[config.mk]
export PLATFORM = sky130hd
export DESIGN_NAME = p19_tinyqv_div_flat
export DESIGN_NICKNAME = d
export VERILOG_FILES = /design/src/rtl/p19_tinyqv_div_if.sv /design/src/rtl/p19_tinyqv_div.sv /design/src/flat_wrapper.sv
export SDC_FILE = /design/constraint.sdc
export NUM_CORES = 1
export LEC_CHECK = 0
export BUFFER_PORTS_ARGS = -buffer_cell sky130_fd_sc_hd__buf_4
export CAP_MARGIN = 20
export CORE_UTILIZATION = 58
export CTS_CLUSTER_SIZE = 16
export DETAILED_ROUTE_END_ITERATION = 12
export PLACE_DENSITY = 0.77
export SYNTH_ARGS = -nofsm -noshare
export SYNTH_HDL_FRONTEND = slang
export SYNTH_SLANG_ARGS = --single-unit
[constraint.sdc]
create_clock -name clk -period 3.4 [get_ports clk]
set_input_delay 0.68 -clock clk [delete_from_list [all_inputs] [get_ports clk]]
set_output_delay 0.68 -clock clk [all_outputs]
set_load 0.02 [all_outputs]
[src/rtl/p19_tinyqv_div_if.sv]
// Nibble-serial handshake bundle between the execute stage and the TinyQV divider.
interface p19_tinyqv_div_if;
    logic       start;
    logic [1:0] op;
    logic [3:0] a;
    logic [3:0] b;
    logic       busy;
    logic       d_valid;
    logic [3:0] d;

    modport master (output start, op, a, b, input busy, d_valid, d);
    modport slave  (input start, op, a, b, output busy, d_valid, d);
endinterface

[src/rtl/p19_tinyqv_div.sv]
// Nibble-serial restoring divider for TinyQV (DIV/DIVU/REM/REMU), LS nibble first in and out.
// Signed support is built only when TINYQV_DIV_SIGNED_EN is defined.
module p19_tinyqv_div #(
    parameter int unsigned XLEN = 32
) (
    input logic              clk,
    input logic              rstn,
    p19_tinyqv_div_if.slave  bus
);
    localparam int unsigned N  = XLEN / 4;
    localparam int unsigned CW = $clog2(XLEN);
    localparam logic [CW-1:0] NibLast  = CW'(N - 1);
    localparam logic [CW-1:0] CalcLast = CW'(XLEN - 1);

`ifdef TINYQV_DIV_SIGNED_EN
    typedef enum logic [2:0] {StIdle, StLoad, StPrep, StCalc, StOut} state_e;
`else
    typedef enum logic [2:0] {StIdle, StLoad, StCalc, StOut} state_e;
`endif

    state_e          r_state;
    logic [CW-1:0]   r_cnt;
    logic [XLEN-1:0] r_quo;     // dividend during LOAD/CALC, output shifter during OUT
    logic [XLEN-1:0] r_rem;
    logic [XLEN-1:0] r_div;
    logic            r_rem_sel;
    logic            r_busy;
    logic            r_dv;
    logic [3:0]      r_d;

    logic [XLEN:0]   w_shift;
    logic [XLEN:0]   w_trial;
    logic            w_fit;
    logic [XLEN-1:0] w_rem_nx;
    logic [XLEN-1:0] w_quo_nx;
    logic [XLEN-1:0] w_sel;
    logic [3:0]      w_src;
    logic [3:0]      w_d_nx;

`ifdef TINYQV_DIV_SIGNED_EN
    logic            r_signed;
    logic            r_qneg;
    logic            r_rneg;
    logic            r_carry;
    logic            w_neg;
    logic            w_cin;
    logic [4:0]      w_sum;
    logic            w_c_nx;
`else
    logic            w_unused_op;
    assign w_unused_op = bus.op[0];
`endif

    always_comb begin
        w_shift  = {r_rem, r_quo[XLEN-1]};
        // XLEN+1 bits suffice: the true difference always lies in (-2^XLEN, 2^XLEN).
        w_trial  = w_shift - {1'b0, r_div};
        w_fit    = ~w_trial[XLEN];
        w_rem_nx = w_fit ? w_trial[XLEN-1:0] : w_shift[XLEN-1:0];
        w_quo_nx = {r_quo[XLEN-2:0], w_fit};
        w_sel    = r_rem_sel ? w_rem_nx : w_quo_nx;
        w_src    = (r_state == StOut) ? r_quo[3:0] : w_sel[3:0];
`ifdef TINYQV_DIV_SIGNED_EN
        // Serial two's-complement negate: invert, carry seeded with 1 on nibble 0.
        w_neg    = r_rem_sel ? r_rneg : r_qneg;
        w_cin    = (r_state == StOut) ? r_carry : 1'b1;
        w_sum    = {1'b0, (w_neg ? ~w_src : w_src)} + {4'd0, (w_neg & w_cin)};
        w_d_nx   = w_sum[3:0];
        w_c_nx   = w_sum[4];
`else
        w_d_nx   = w_src;
`endif
    end

    always_ff @(posedge clk or negedge rstn) begin
        if (!rstn) begin
            r_state   <= StIdle;
            r_cnt     <= '0;
            r_quo     <= '0;
            r_rem     <= '0;
            r_div     <= '0;
            r_rem_sel <= 1'b0;
            r_busy    <= 1'b0;
            r_dv      <= 1'b0;
            r_d       <= 4'd0;
`ifdef TINYQV_DIV_SIGNED_EN
            r_signed  <= 1'b0;
            r_qneg    <= 1'b0;
            r_rneg    <= 1'b0;
            r_carry   <= 1'b0;
`endif
        end else begin
            unique case (r_state)
                StIdle: begin
                    if (bus.start) begin
                        r_quo     <= {bus.a, r_quo[XLEN-1:4]};
                        r_div     <= {bus.b, r_div[XLEN-1:4]};
                        r_rem     <= '0;
                        r_rem_sel <= bus.op[1];
`ifdef TINYQV_DIV_SIGNED_EN
                        r_signed  <= ~bus.op[0];
`endif
                        r_cnt     <= CW'(1);
                        r_busy    <= 1'b1;
                        r_state   <= StLoad;
                    end
                end
                StLoad: begin
                    r_quo <= {bus.a, r_quo[XLEN-1:4]};
                    r_div <= {bus.b, r_div[XLEN-1:4]};
                    if (r_cnt == NibLast) begin
                        r_cnt <= '0;
`ifdef TINYQV_DIV_SIGNED_EN
                        r_state <= StPrep;
`else
                        r_state <= StCalc;
`endif
                    end else begin
                        r_cnt <= r_cnt + CW'(1);
                    end
                end
`ifdef TINYQV_DIV_SIGNED_EN
                StPrep: begin
                    if (r_signed) begin
                        r_quo  <= r_quo[XLEN-1] ? (~r_quo + 1'b1) : r_quo;
                        r_div  <= r_div[XLEN-1] ? (~r_div + 1'b1) : r_div;
                        r_qneg <= (r_quo[XLEN-1] ^ r_div[XLEN-1]) & (r_div != '0);
                        r_rneg <= r_quo[XLEN-1];
                    end else begin
                        r_qneg <= 1'b0;
                        r_rneg <= 1'b0;
                    end
                    r_state <= StCalc;
                end
`endif
                StCalc: begin
                    r_rem <= w_rem_nx;
                    if (r_cnt == CalcLast) begin
                        // Final step feeds nibble 0 straight into the output register.
                        r_quo   <= {4'd0, w_sel[XLEN-1:4]};
                        r_d     <= w_d_nx;
`ifdef TINYQV_DIV_SIGNED_EN
                        r_carry <= w_c_nx;
`endif
                        r_dv    <= 1'b1;
                        r_cnt   <= '0;
                        r_state <= StOut;
                    end else begin
                        r_quo <= w_quo_nx;
                        r_cnt <= r_cnt + CW'(1);
                    end
                end
                StOut: begin
                    if (r_cnt == NibLast) begin
                        r_dv    <= 1'b0;
                        r_d     <= 4'd0;
                        r_busy  <= 1'b0;
                        r_cnt   <= '0;
                        r_state <= StIdle;
                    end else begin
                        r_d     <= w_d_nx;
`ifdef TINYQV_DIV_SIGNED_EN
                        r_carry <= w_c_nx;
`endif
                        r_quo   <= {4'd0, r_quo[XLEN-1:4]};
                        r_cnt   <= r_cnt + CW'(1);
                    end
                end
                default: r_state <= StIdle;
            endcase
        end
    end

    assign bus.busy    = r_busy;
    assign bus.d_valid = r_dv;
    assign bus.d       = r_d;
endmodule

[src/flat_wrapper.sv]
// flat-port wrapper written by rule: the top's interface ports become plain ports
module p19_tinyqv_div_flat 
#(
    parameter int unsigned XLEN = 32
)
  (clk, rstn, bus_start, bus_op, bus_a, bus_b, bus_busy, bus_d_valid, bus_d);
  p19_tinyqv_div_if bus_i ();
  input logic clk;
  input logic rstn;
  input wire logic [$bits(bus_i.start)-1:0] bus_start;
  input wire logic [$bits(bus_i.op)-1:0] bus_op;
  input wire logic [$bits(bus_i.a)-1:0] bus_a;
  input wire logic [$bits(bus_i.b)-1:0] bus_b;
  output wire logic [$bits(bus_i.busy)-1:0] bus_busy;
  output wire logic [$bits(bus_i.d_valid)-1:0] bus_d_valid;
  output wire logic [$bits(bus_i.d)-1:0] bus_d;
  assign bus_i.start = bus_start;
  assign bus_i.op = bus_op;
  assign bus_i.a = bus_a;
  assign bus_i.b = bus_b;
  assign bus_busy = bus_i.busy;
  assign bus_d_valid = bus_i.d_valid;
  assign bus_d = bus_i.d;
  p19_tinyqv_div #(.XLEN(XLEN)) u_core (.clk(clk), .rstn(rstn), .bus(bus_i));
endmodule
**After elaboration in Yosys (flattened, before gate mapping)**

Cells that the tools add are included.
Widths: inputs -> output; s select.

- Register bits: 111
- Logic and storage cells: 67

- $add $sub $neg: 2
- Equal/unequal tests: 10
- Reductions and logical operators: 17
- Bitwise logic cells: 1
- Muxes and demuxes: 28

Operators with widths:

| cell | number |
|---|---|
| $mux 32 | 7 |
| $pmux 32 s2 | 2 |
| $pmux 32 s4 | 1 |
| $sub 33x32->33 | 1 |
| $mux 5 | 3 |
| $pmux 5 s3 | 1 |
| $mux 3 | 4 |
| $mux 4 | 3 |
| $pmux 3 s4 | 1 |
| $reduce_and 2->1 | 5 |
| $reduce_and 3->1 | 3 |
| $pmux 4 s2 | 1 |
| $reduce_bool 2->1 | 4 |
| $eq 3x2->1 const B | 2 |
| $ne 2x2->1 const B | 3 |
| $add 5x1->5 const B | 1 |
| $eq 5x3->1 const B | 1 |
| $eq 5x5->1 const B | 1 |
| $ne 2x1->1 const B | 2 |
| $pmux 1 s2 | 2 |
| $reduce_and 4->1 | 1 |
| $reduce_bool 4->1 | 1 |
| $eq 3x1->1 const B | 1 |
| $logic_not 3->1 | 1 |
| 4 further kinds | 6 |

**Depth between registers and ports, before layout**

Gate-level depths: netlist of run 1.

- Depth after elaboration: 6
- Mapped depth: 14
- Mapped depth without buffers: 12

**Worst setup path after synthesis of run 1**

Ideal clock, no wire load.

- Path kind: reg-to-reg
- From: reg u_core.r_quo[31]
- To: reg u_core.r_rem[29]
- Buffers on the path: 1
- Path slack: 481 ps
- Required time: 3271 ps
- Stages on the path, launching flop included: 14
- Clock period less this slack: 2919 ps
- Arrival time: 2790 ps
- Setup time: 129 ps
- Cell sequence: dfrtp_1 -> inv_1 -> ha_1 -> fa_1 -> nand2b_1 -> a21oi_1 -> o21ai_0 -> a21oi_1 -> a31o_2 -> nor2_2 -> buf_4 -> and4_1 -> nor4b_2 -> o21ai_1

- Word-level cells in the longest chain between the ends: 3

Ends and longest elaborated chain:

| what | RTL line | source |
|---|---|---|
| start: declaration | p19_tinyqv_div.sv:23 | `logic [XLEN-1:0] r_quo;` |
| start signal: assignment | p19_tinyqv_div.sv:96 | `r_quo <= {bus.a, r_quo[XLEN-1:4]};` |
| start signal: assignment | p19_tinyqv_div.sv:109 | `r_quo <= {bus.a, r_quo[XLEN-1:4]};` |
| start signal: assignment | p19_tinyqv_div.sv:140 | `r_quo <= {4'd0, w_sel[XLEN-1:4]};` |
| $sub 33x32->33 | p19_tinyqv_div.sv:57 | `w_trial = w_shift - {1'b0, r_div};` |
| $mux 32 | p19_tinyqv_div.sv:59 | `w_rem_nx = w_fit ? w_trial[XLEN-1:0] : w_shift[XLEN-1:0];` |
| $pmux 32 s2 | p19_tinyqv_div.sv:93 | `unique case (r_state)` |
| end signal: assignment | p19_tinyqv_div.sv:137 | `r_rem <= w_rem_nx;` |
| end: declaration | p19_tinyqv_div.sv:24 | `logic [XLEN-1:0] r_rem;` |

No other way between the ends.
A chain may end at the register's enable or synchronous reset.

**Worst setup path in the final report of run 1**

- From: reg u_core.r_quo[31]
- To: reg u_core.r_quo[26]

- Word-level cells in the longest chain between the ends: 5

Ends and longest elaborated chain:

| what | RTL line | source |
|---|---|---|
| $sub 33x32->33 | p19_tinyqv_div.sv:57 |  |
| $mux 32 | p19_tinyqv_div.sv:59 |  |
| $mux 32 | p19_tinyqv_div.sv:61 | `w_sel = r_rem_sel ? w_rem_nx : w_quo_nx;` |
| $mux 32 | p19_tinyqv_div.sv:138 | `if (r_cnt == CalcLast) begin` |
| $pmux 32 s4 | p19_tinyqv_div.sv:93 |  |

No other way between the ends.

==> results.md, run 1 <==
- Outcome: finished clean
- R2r endpoint: u_core.r_quo[26]
- Post-Syn Area per Cell: 8.65 um2
- Post-CTS Setup Bufs: 0
- Worst-path fanout max: 15
- Fin Clk Skew: 0.0136 ns
- EDFF count, synth: 0
- Fin nets: 917
- Final Cycle Share: 95.6%
- Routed WL: 18900 um
- Setup TNS: 0 ns
- Post-CTS Resized: 0
- CTS Buf Count: 9
- R2R setup slack: 0.15 ns
- Die area: 13100 um2
- Max Slew Vio Count: 0
- Mapped Area: 7310 um2
- # hold bufs at CTS: 0
- Core box area: 12200 um2
- Setup crit end kind: flop
- First-pass GRT wire length: 31200 um
- Total grt overflow: 0
- Largest net degree at the start of global routing: 64
- H-tree depth: 3
- Final Wtd Congestion: 0.947
- Post-DP HPWL: 14100 um
- Post-synthesis sequential area ratio: 37.7%
- Max_cap viols: 0
- CTS Sinks: 110
- Fmax: 308 MHz
- Max Root-Sink Buffers: 2
- Reg clk slew, reported paths: 0.08 ns
- Fillers: 1020
- Die Wd: 114 um
- Initial Util: 60.1%
- PortBufs: 17
- Clock latency on the worst-skew pair: 0.37 ns
- Max-slew headroom at the worst pin: 44.5%
- Die height: 114 um
- Worst reg2reg path depth: 13
- Synth Instances: 845
- Area Overhead vs Synth: 10.5%
- Req. time, crit path: 3.65 ns
- Final hold vios: 0
- Reg-to-Reg Start: u_core.r_quo[31]
- Via count: 6611
- WL per Instance: 18.3 um
- Hold Path Class: primary input to async pin
- Final min period: 3.25 ns
- Top FF cell, synth: dfrtp_1
- Initial DRC Count: 748
- Crit path kind: flop to flop
- WP data arrival: 3.50 ns
- Antenna violations before repair: 0
- Via/cell ratio: 6.38
- Gr usage total: 30.6%
- Root cell of the clock tree: clkbuf_16
- Vias in the first global route: 6317
- RSZ-0062 raised after global routing: no
- Multi-input logic area: 4150 um2
- Startpoint Class: flop
- CTS tree: yes
- Flops & latches, synth: 110
- Layout cells sized above 1: 12.0%
- DRT Pass-1 Iters: 5
- FF/Latch Area: 2750 um2
- Async set-reset flop share out of synthesis: 100%
- # setup viols final: 0
- Count of different cell masters after synthesis: 70
- Antenna diode count: 0
- ANT nets after route: 0
- Synth Warn #: 0
- DRC: 0
- I/O pin count: 19
- FP Rows: 40
- Actual slew at the worst max-slew pin: 0.832 ns
- Synth Net Count: 899
layer usage:
layer	global-route usage, %	routed length [um]	up-vias
met5	0	0	-
met4	13.0	530	0
met3	3.81	940	37
met2	53.4	9510	242
met1	38.2	7930	3188
li1	-	-	3144
stage by stage:
step | hold slack [ns] | area [um2] | utilization [%] | setup slack (ns) | cells
6_report | 0.405 | 8080 | 66.4 | 0.149 | 1036
5_1_grt | 0.460 | 8080 | 66.4 | 0.0122 | 1036
4_1_cts | 0.436 | 8080 | 66.4 | 0.0982 | 1036
3_5_place_dp | 0.469 | 7760 | 63.8 | 0.119 | 1020
3_3_place_gp | 0.462 | 7760 | 63.8 | 0.172 | 1020
2_1_floorplan | 0.384 | 7310 | - | 0.481 | 845
cell families (layout without fill, tap and decap cells):
kind of cell	count (synthesis)	count (layout)	share of synthesized area, %
flops	110	110	37.7
compound gates	311	311	28.7
xor+xnor	18	18	2.16
buf+inv	106	129	5.89
mux	20	20	2.84
fa+ha+maj	41	41	7.12
simple gates	239	239	15.7
cells in the final DEF, fill, tap and decap left out, types with 9 or more instances in the layout:
cell type	count
dfrtp_1	110
nand2_1	94
o21ai_0	93
buf_4	60
nor2_1	57
a21oi_1	54
inv_1	53
ha_1	40
a222oi_1	26
o211ai_1	19
o21a_1	17
a31oi_1	15
nand3_1	14
mux2i_1	14
and3_1	11
a21o_1	10
xnor2_1	10
nand2b_1	9
nor3_1	9
clkbuf_16	9
cell type report:
| type | instances | share of cell area [%] |
|---|---|---|
| multi-input combinational | 629 | 51.4 |
| inverter | 53 | 2.46 |
| clock inverter | 7 | 1.11 |
| tap | 168 | 2.60 |
| clock buffer | 9 | 2.79 |
| timing repair buffer | 60 | 5.57 |
| sequential | 110 | 34.1 |
worst max-delay path by stage:
stage | start | endpoint
finish | u_core.r_quo[31] | u_core.r_quo[26]
global route | u_core.r_quo[31] | u_core.r_quo[26]
CTS | u_core.r_quo[31] | u_core.r_quo[13]
detailed placement | u_core.r_quo[31] | u_core.r_quo[13]
global placement | u_core.r_quo[31] | u_core.r_rem[19]
floorplan | u_core.r_quo[31] | u_core.r_rem[29]
registers in the layout (all words and copies together), names as in the netlist:
signal and cells:
u_core.bus.busy 1, u_core.bus.d 4, u_core.bus.d_valid 1, u_core.r_cnt 5, u_core.r_div 32, u_core.r_quo 32, u_core.r_rem 32, u_core.r_rem_sel 1
u_core.r_state 2
cells in the mapped netlist, drive strengths merged, types with 15 or more instances:
master	number	area share (%)
dfrtp	110	38
ha	40	6.8
inv	53	2.7
a21oi	54	3.7
a31oi	15	1.3
o21ai	99	6.8
o21a	17	1.7
a222oi	26	3.6
nand2	94	4.8
clkbuf	45	2.3
nor2	58	3.0
o211ai	19	2.0
worst max-delay path, stage by stage (launching register included):
cell,delay (ns)
dfrtp_1,0.36
inv_1,0.07
ha_1,0.21
fa_1,0.39
nand2b_1,0.18
a21oi_1,0.22
o21ai_1,0.21
a21oi_1,0.24
a31o_2,0.26
or2_4,0.27
buf_4,0.21
buf_4,0.16
nor2_1,0.05
a211oi_1,0.29
Power of run 1 is left out: the tool's default activity adds up to more than one toggle a clock period on the data nets, which glitch-free logic cannot reach.
==> run 2, diff against run 1 <==
--- a/config.mk
+++ b/config.mk
@@ -7,10 +7,12 @@
 export LEC_CHECK = 0
 export BUFFER_PORTS_ARGS = -buffer_cell sky130_fd_sc_hd__buf_4
 export CAP_MARGIN = 20
-export CORE_UTILIZATION = 58
+export CELL_PAD_IN_SITES_DETAIL_PLACEMENT = 0
+export CELL_PAD_IN_SITES_GLOBAL_PLACEMENT = 2
+export CORE_UTILIZATION = 40
 export CTS_CLUSTER_SIZE = 16
 export DETAILED_ROUTE_END_ITERATION = 12
-export PLACE_DENSITY = 0.77
+export PLACE_DENSITY = 0.83
 export SYNTH_ARGS = -nofsm -noshare
 export SYNTH_HDL_FRONTEND = slang
 export SYNTH_SLANG_ARGS = --single-unit
==> results.md, run 2 (synthesized netlist as in run 1, its figures left out) <==
- Max Root-Sink Buffers: 2
- First-pass GRT wire length: 32800 um
- Largest regs: u_core.r_div x32, u_core.r_quo x32, u_core.r_rem x32
- Setup crit end kind: flop
- Area Overhead vs Synth: 12.8%
- CTS Buf Count: 9
- Largest net degree at the start of global routing: 59
- Outcome: finished clean
- ANT nets after route: 0
- CTS tree: yes
- Req. time, crit path: 3.61 ns
- Post-DP HPWL: 15100 um
- Gr usage total: 22.6%
- Inst Count DP: 1086
- Antenna diode count: 0
- Root cell of the clock tree: clkbuf_16
- Final Cycle Share: 94.8%
- Max_cap viols: 0
- FF/Latch Area: 2750 um2
- Initial DRC Count: 748
- Layout cells sized above 1: 12.9%
- Fin nets: 924
- WP data arrival: 3.43 ns
- Final std cells w/o fill: 1104
- Setup TNS: 0 ns
- Worst slack at placement: 0.142 ns
- Most common cell after layout, fill and taps aside: dfrtp_1
- Final WS setup: 0.178 ns
- Final hold vios: 0
- I/O pin count: 19
- Worst-path fanout max: 13
- CTS Sinks: 110
- Die Wd: 137 um
- Routed WL: 20500 um
- Hold Path Class: primary input to async pin
- DRC: 0
- Core box area: 18000 um2
- Design area: 8240 um2
- RSZ-0062 raised after global routing: no
- FP Rows: 49
- Total grt overflow: 0
- DRT Pass-1 Iters: 7
- Die area: 18800 um2
- Actual slew at the worst max-slew pin: 1.03 ns
- Fillers: 1812
- # setup viols final: 0
- Via/cell ratio: 5.93
- Antenna violations before repair: 0
- Die height: 137 um
- Most frequent cells in the layout: dfrtp_1 (110), nand2_1 (94), o21ai_0 (94), buf_4 (66), nor2_1 (57)
- Fin Clk Skew: 0.0110 ns
- Multi-input logic area: 4190 um2
- DP Area: 7890 um2
- Final min period: 3.22 ns
- PortBufs: 17
- Max Slew Vio Count: 0
- Final Wtd Congestion: 0.923
- Clock latency on the worst-skew pair: 0.37 ns
- Crit path kind: flop to flop
- Fmax: 310 MHz
- Vias in the first global route: 6164
- Startpoint Class: flop
- Reg clk slew, reported paths: 0.08 ns
- WL per Instance: 18.5 um
- Max-slew headroom at the worst pin: 31.0%
- Via count: 6543
- H-tree depth: 3
- Initial Util: 40.7%
run 2: changes by cell type in the layout (fill, tap and decap cells not counted):
cell        change
a2111oi_4       +1
clkbuf_1        +1
nor4b_2         -1
clkinvlp_4      -2
a21oi_2         +3
nor4b_4         +1
clkinv_8        -1
o21ai_0         +1
buf_12          +1
o21ai_1         -1
a2111oi_2       -1
buf_4           +6
a21oi_1         -3
clkinv_4        +2
run 2: layer usage:
metal | vias up | GRT usage, % | wire length (um) | part of all wire (%)
met1 | 3211 | 30.2 | 9350 | 46
li1 | 3153 | - | - | -
met3 | 22 | 3.83 | 747 | 3.7
met4 | 0 | 6.47 | 345 | 1.7
met2 | 157 | 37.4 | 10000 | 49
met5 | - | 0 | 0 | 0
run 2: layout make-up:
cell class / count / area share, %
Clock inverter: 6 / 0.926
Tap cell: 229 / 3.48
Sequential cell: 110 / 33.4
Clock buffer: 10 / 2.78
Inverter: 53 / 2.41
Timing Repair Buffer: 67 / 6.25
Multi-Input combinational cell: 629 / 50.8
run 2: per-stage QoR:
step | util, % | hold slack [ns]
4_1_cts | 45.6 | 0.400
3_5_place_dp | 43.9 | 0.471
2_1_floorplan | - | 0.384
6_report | 45.9 | 0.378
3_3_place_gp | 43.9 | 0.462
5_1_grt | 45.9 | 0.429
run 2: path summary, 6_finish.rpt:
kind	from	cells past startpoint	slack [ns]	endpoint
worst max-delay path	u_core.r_quo[31]	13	0.18	u_core.r_quo[23]
min in group clk	u_core.r_div[15]	2	0.48	u_core.r_div[15]
worst min-delay path	rstn	1	0.38	u_core.r_div[4]
worst min register to register	u_core.r_div[15]	2	0.48	u_core.r_div[15]
max in group asynchronous	rstn	2	2.24	u_core.r_quo[16]
worst max register to register	u_core.r_quo[31]	13	0.18	u_core.r_quo[23]
run 2: worst max-delay path, stage by stage (launching register included):
cell and delay, ns:
dfrtp_1 0.35, inv_1 0.08, ha_1 0.22, fa_1 0.40, nand2b_1 0.20, a21oi_2 0.16, o21ai_0 0.12, buf_4 0.18
a211oi_2 0.25, nor4_4 0.09, or2_4 0.34, and2_1 0.20, o31ai_1 0.35, a31oi_1 0.14
run 2: timing repair:
action	in CTS	in global routing
setup buffers	0	2
setup endpoints to repair	0	22
gates resized for setup	0	7
hold buffers	0	0
Power of run 2 is left out for the same reason.
